## config.mk

```make
export PLATFORM = sky130hd
export DESIGN_NAME = nb_reg_scheduler
export DESIGN_NICKNAME = d
export VERILOG_FILES = /design/src/rtl/MD_pkg.sv /design/src/rtl/rr_arbiter.sv /design/src/rtl/nb_reg_scheduler.sv
export SDC_FILE = /design/constraint.sdc
export NUM_CORES = 1
export LEC_CHECK = 0
export ABC_AREA = 1
export BUFFER_PORTS_ARGS = -buffer_cell sky130_fd_sc_hd__buf_2
export CORE_UTILIZATION = 44
export CTS_BUF_LIST = sky130_fd_sc_hd__clkbuf_8
export DETAILED_ROUTE_END_ITERATION = 8
export GPL_TIMING_DRIVEN = 0
export MAX_ROUTING_LAYER = met4
export PLACE_DENSITY = 0.62
export SYNTH_ARGS = -nofsm -noshare
export SYNTH_HDL_FRONTEND = slang
export SYNTH_HIERARCHICAL = 1
export SYNTH_SLANG_ARGS = --single-unit
```

## constraint.sdc

```tcl
create_clock -name clk -period 6.6 [get_ports clk]
set_clock_uncertainty 0.15 [all_clocks]
set_input_delay 0.33 -clock clk [delete_from_list [all_inputs] [get_ports clk]]
set_output_delay 0.33 -clock clk [all_outputs]
set_load 0.005 [all_outputs]
```

## src/rtl/MD_pkg.sv

```systemverilog
// Shared definitions for the neighbour-force register bank controller.
package MD_pkg;

  localparam int unsigned NUM_FILTERS = 7;

  // Five lifecycle states need a 3-bit encoding.
  typedef enum logic [2:0] {
    IDLE  = 3'd0,
    ACC   = 3'd1,
    DRAIN = 3'd2,
    PEND  = 3'd3,
    REL   = 3'd4
  } nb_reg_state_t;

endpackage

```

## src/rtl/rr_arbiter.sv

```systemverilog
// Combinational round-robin arbiter: first asserted request at or after ptr_i wins.
module rr_arbiter #(
  parameter int unsigned WIDTH = 4,
  localparam int unsigned PtrW = (WIDTH > 1) ? $clog2(WIDTH) : 1
) (
  input  logic [WIDTH-1:0] req_i,
  input  logic             en_i,
  input  logic [PtrW-1:0]  ptr_i,
  output logic [WIDTH-1:0] gnt_o
);

  int              idx;
  logic            found;
  logic [PtrW-1:0] sel;

  always_comb begin
    gnt_o = '0;
    found = 1'b0;
    idx   = 0;
    sel   = '0;
    for (int k = 0; k < int'(WIDTH); k++) begin
      idx = int'(ptr_i) + k;
      if (idx >= int'(WIDTH)) idx = idx - int'(WIDTH);
      sel = PtrW'(idx);
      if (en_i && !found && req_i[sel]) begin
        gnt_o[sel] = 1'b1;
        found      = 1'b1;
      end
    end
  end

endmodule

```

## src/rtl/nb_reg_scheduler.sv

```systemverilog
// Accumulate/release scheduler for the neighbour-force registers and their one-hot mux.
module nb_reg_scheduler
  import MD_pkg::*;
#(
  parameter int unsigned NUM_FILTERS = MD_pkg::NUM_FILTERS
) (
  input  logic                   clk,
  input  logic                   rst_n,
  input  logic [NUM_FILTERS-1:0] i_acc_req,
  input  logic [NUM_FILTERS-1:0] i_acc_last,
  output logic [NUM_FILTERS-1:0] o_acc_grant,
  output logic [NUM_FILTERS-1:0] o_reg_select,
  output logic [NUM_FILTERS-1:0] o_reg_release_select,
  input  logic                   i_release_ready,
  output logic [NUM_FILTERS-1:0] o_reg_clear,
  output logic [NUM_FILTERS-1:0] o_filter_stall,
  output logic                   o_busy
);

  localparam int unsigned PtrW = (NUM_FILTERS > 1) ? $clog2(NUM_FILTERS) : 1;

  nb_reg_state_t          state_q [NUM_FILTERS];
  nb_reg_state_t          state_d [NUM_FILTERS];
  logic [PtrW-1:0]        acc_ptr_q, acc_ptr_d;
  logic [PtrW-1:0]        rel_ptr_q, rel_ptr_d;
  logic [NUM_FILTERS-1:0] sel_q, rel_sel_q, rel_sel_d, clr_q, clr_d;
  logic [NUM_FILTERS-1:0] acc_elig, pend, rel_gnt;
  logic                   rel_en, fire, any_active;

  // Pointer to the index just past the set bit of a one-hot vector.
  function automatic logic [PtrW-1:0] ptr_after(input logic [NUM_FILTERS-1:0] oh);
    int n;
    n = 0;
    for (int i = 0; i < int'(NUM_FILTERS); i++) begin
      if (oh[i]) n = (i + 1 == int'(NUM_FILTERS)) ? 0 : i + 1;
    end
    return PtrW'(n);
  endfunction

  always_comb begin
    acc_elig       = '0;
    pend           = '0;
    o_filter_stall = '0;
    any_active     = 1'b0;
    for (int i = 0; i < int'(NUM_FILTERS); i++) begin
      acc_elig[i]       = i_acc_req[i] && (state_q[i] == IDLE || state_q[i] == ACC);
      pend[i]           = (state_q[i] == PEND);
      o_filter_stall[i] = (state_q[i] == DRAIN) || (state_q[i] == PEND) || (state_q[i] == REL);
      if (state_q[i] != IDLE) any_active = 1'b1;
    end
  end

  rr_arbiter #(
    .WIDTH (NUM_FILTERS)
  ) u_acc_arb (
    .req_i (acc_elig),
    .en_i  (rst_n),
    .ptr_i (acc_ptr_q),
    .gnt_o (o_acc_grant)
  );

  assign rel_en = rst_n && (rel_sel_q == '0);

  rr_arbiter #(
    .WIDTH (NUM_FILTERS)
  ) u_rel_arb (
    .req_i (pend),
    .en_i  (rel_en),
    .ptr_i (rel_ptr_q),
    .gnt_o (rel_gnt)
  );

  assign fire = (rel_sel_q != '0) && i_release_ready;

  always_comb begin
    for (int i = 0; i < int'(NUM_FILTERS); i++) begin
      state_d[i] = state_q[i];
      unique case (state_q[i])
        IDLE, ACC: if (o_acc_grant[i]) state_d[i] = i_acc_last[i] ? DRAIN : ACC;
        DRAIN:     state_d[i] = PEND;
        PEND:      if (rel_gnt[i]) state_d[i] = REL;
        REL:       if (fire && rel_sel_q[i]) state_d[i] = IDLE;
        default:   state_d[i] = IDLE;
      endcase
    end
  end

  always_comb begin
    acc_ptr_d = acc_ptr_q;
    rel_ptr_d = rel_ptr_q;
    rel_sel_d = rel_sel_q;
    clr_d     = '0;
    if (o_acc_grant != '0) acc_ptr_d = ptr_after(o_acc_grant);
    if (fire) begin
      rel_sel_d = '0;
      clr_d     = rel_sel_q;
      rel_ptr_d = ptr_after(rel_sel_q);
    end else if (rel_gnt != '0) begin
      rel_sel_d = rel_gnt;
    end
  end

  always_ff @(posedge clk) begin
    if (!rst_n) begin
      for (int i = 0; i < int'(NUM_FILTERS); i++) state_q[i] <= IDLE;
      acc_ptr_q <= '0;
      rel_ptr_q <= '0;
      sel_q     <= '0;
      rel_sel_q <= '0;
      clr_q     <= '0;
    end else begin
      for (int i = 0; i < int'(NUM_FILTERS); i++) state_q[i] <= state_d[i];
      acc_ptr_q <= acc_ptr_d;
      rel_ptr_q <= rel_ptr_d;
      sel_q     <= o_acc_grant;
      rel_sel_q <= rel_sel_d;
      clr_q     <= clr_d;
    end
  end

  assign o_reg_select         = sel_q;
  assign o_reg_release_select = rel_sel_q;
  assign o_reg_clear          = clr_q;
  assign o_busy = any_active || (sel_q != '0) || (rel_sel_q != '0) || (clr_q != '0) ||
                  (o_acc_grant != '0);

endmodule

```

==> metrics.md <==
| Metric | Value |
|---|---|
| First drt pass iteration count | `8` |
| Hold crit path type | `in -> reg` |
| Std cell rows | `44` |
| Mapped Nets | `1268` |
| # Post-CTS Setup Buffers | `0` |
| Clk slew on worst S/H paths | `0.09 ns` |
| Ports | `53` |
| Maxcap violations | `0` |
| PortBufs | `51` |
| Critical path launch point type | `flip-flop` |
| Post-synth EDFFs | `0` |
| Post-route antenna net violation count | `0` |
| Delay-heaviest family, CP | `simple AND/OR/NAND/NOR gates` |
| Total CTS buffers | `5` |
| VDD IR max | `0.121 mV` |
| Die Area | `approximately 0.016 mm²` |
| Sink Count | `48` |
| Critical path's largest stage delay | `0.59 ns` |
| Die Y | `125 µm` |
| Setup ws final | `1.21 ns` |
| Compound-Gate Fraction of Synth Area | `under 10%` |
| Max Clk Rate | `about 190 MHz` |
| Total gr overflow | `0` |
| Setup crit end kind | `output pin` |
| Final period utilization | `81.7%` |
| Ys async rst share | `0%` |
| Setup WS pre-CTS | `about 1.6 ns` |
| Total Routed Length | `20400 µm` |
| YS warnings | `6` |
| Final core occ | `49.3%` |
| Maximum root-to-sink buffer count | `2` |
| Synth Register Bits | `48` |
| Final Non-Filler Cells | `1467` |
| RSZ-0062 raised after global routing | `false` |
| Crit path top cell by count | `nand2_1` |
| Worst Path Required | `6.12 ns` |
| Total Routing Usage GR | `26.8%` |
| Relative slew slack | `63.7%` |
| Area of the core | `about 0.015 mm²` |
| CTS Hold Bufs | `0` |
| Fill cell count | `1611` |
| Final total negative setup slack | `0 ns` |
| Total number of vias | `7700` |
| Largest family of logic cells by synthesized area | `simple AND/OR/NAND/NOR gates` |
| Prevailing post-synth register cell | `dfxtp_1` |
| Drt initial violations | `762` |
| Post-Synth Simple-Gate Area | `58.1%` |
| Die width | `125 µm` |
| CTS tree | `built` |
| ANT cells | `0` |
| Worst-Margin Slew | `0.543 ns` |
| Share of layout cells above drive strength 1 | `15.4%` |
| Syn Area/Cell | `5.43 µm²` |
| Pwr dens | `382 mW/mm²` |
| Max Slew Vio Count | `0` |
| Synth Area in XOR/XNOR | `0.263%` |
| CP Data Arrival Time | `4.91 ns` |
| Failing checks | `design-rule violations` |
| R2R setup slack | `2.09 ns` |
| Mux contribution to synthesized area | `0%` |
| CP Buf/Inv Count | `5` |
| Vias per cell | `5.25` |
| WS Path Type | `reg -> out` |
| CP Max Fanout | `10` |
| Layout net count | `1326` |
| Initial antenna violation count | `0` |
| # resized after CTS | `0` |
| CTS Root Cell | `clkbuf_8` |
| Final RePlAce weighted congestion | `0.940` |
| Global-route wire length before repair | `33200 µm` |
| Crit-path slowest cell | `dfxtp_1` |
| Leakage power | `approximately 3.9 nW` |
| CTS H-Tree Depth | `2` |
| Drc violations | `16` |
| Initial Utilization | `between 40% and 50%` |
| Drt wl/cell | `about 14 µm` |
| Synthesized cell area | `roughly 0.0066 mm²` |
| Status | `complete, but fails checks` |
| Adder-cell share of the synthesized area | `roughly 5.1%` |
| Final setup violation count | `0` |
| Area Growth Syn to Fin | `8.68%` |
| Largest net degree at the start of global routing | `15` |
| Post-synth cell types | `42` |
| Hpwl dp | `16600 µm` |
| Register area share after synthesis | `14.5%` |
| Vias in the first global route | `6638` |
| Placed cells | `1460` |
| Hold Fails Final Rpt | `0` |
| Worst skew pair latency | `about 0.31 ns` |
| Post-layout min period | `5.39 ns` |
| Synthesized instance count | `1225` |
[worst min-delay path: stages]
cell,delay (ns)
buf_6,0.13
nand3_2,0.09
nor2_1,0.04
[per-stage QoR]
step           hold WS (ns)  cell area [µm²]  power [mW]
2_1_floorplan         0.309             6650        2.06
3_3_place_gp          0.327             7130        2.55
3_5_place_dp          0.330             7130        2.55
4_1_cts               0.156             7230        2.74
5_1_grt               0.173             7230        3.05
6_report              0.166             7230        2.76
[logic make-up after synthesis]
group | after synthesis
flip-flops | 48
buffers and inverters | 195
AND/OR/NAND/NOR | 842
XOR/XNOR | 2
AO/OA/AOI/OAI | 112
adder cells (fa/ha/maj) | 26
[registers in the layout, summed over array words and instances (netlist names)]
| signal | cells |
|---|---|
| o_reg_select | 7 |
| rel_ptr_q | 3 |
| state_q | 21 |
| o_reg_clear | 7 |
| o_reg_release_select | 7 |
| acc_ptr_q | 3 |
[layout by cell type (no fill, tap or decap), types with 2 or more instances in the layout]
master / netlist / routed
o21ai_2: 5 / 5
nor2_2: 12 / 12
nor3_1: 33 / 33
buf_4: 6 / 6
a21oi_1: 33 / 33
nor4_4: 2 / 2
nor4_1: 4 / 4
nor2_4: 3 / 3
inv_1: 131 / 131
nand3_2: 10 / 10
a22oi_4: 2 / 2
nor2_1: 165 / 165
ha_1: 24 / 24
o21ai_1: 22 / 22
buf_2: 5 / 56
dfxtp_1: 48 / 48
inv_2: 39 / 39
o21ai_0: 37 / 37
clkbuf_1: 4 / 4
a21oi_2: 5 / 5
nand3_1: 148 / 148
o21bai_1: 6 / 6
nand2_1: 377 / 377
nand2_2: 30 / 30
nand4_1: 41 / 41
or2_1: 2 / 2
nand2_4: 6 / 6
nand3_4: 2 / 2
buf_6: 6 / 6
xor2_1: 2 / 2
and2_1: 3 / 3
clkbuf_8: 1 / 7
fa_1: 2 / 2
[layer usage]
metal / vias up / wire (µm) / GRT usage (%)
li1: 4049 / - / -
met1: 3355 / 10100 / 38.8
met2: 270 / 8490 / 40.4
met3: 26 / 1520 / 2.88
met4: 0 / 241 / 4.59
met5: - / 0 / -
[worst paths after layout]
path	startpoint	endpoint	cells past startpoint
worst max-delay path	acc_ptr_q[1]	o_busy	25
worst min-delay path	i_release_ready	o_reg_clear[4]	3
worst max register to register	acc_ptr_q[1]	acc_ptr_q[0]	23
worst min register to register	state_q[6][0]	state_q[6][0]	2
[cells in the mapped netlist (12+ instances only)]
library cell    n  area share [%]
inv_2          39             2.2
inv_1         131             7.4
ha_1           24             4.5
o21ai_0        37             2.8
nor3_1         33             2.5
nand4_1        41             3.9
dfxtp_1        48              14
nand3_1       148              11
nor2_2         12             1.1
o21ai_1        22             1.7
a21oi_1        33             2.5
nand2_1       377              21
nand2_2        30             2.8
nor2_1        165             9.3
[layout make-up]
type / instances / area [µm²] / area share (%)
buffer: 23 / 170 / 2.35
clock buffer: 6 / 82.6 / 1.14
clock inverter: 1 / 8.76 / 0.121
inverter: 172 / 648 / 8.97
multi-input combinational: 982 / 4870 / 67.4
sequential: 48 / 961 / 13.3
tap: 184 / 230 / 3.19
timing repair buffer: 51 / 255 / 3.53
[where the power goes]
group | switching (mW) | total, mW | internal [mW]
registers | 0.0825 | 0.445 | 0.362
logic | 1.43 | 2.13 | 0.698
clock network | 0.102 | 0.186 | 0.0838
Note: power is estimated with default switching activity, not from simulation.
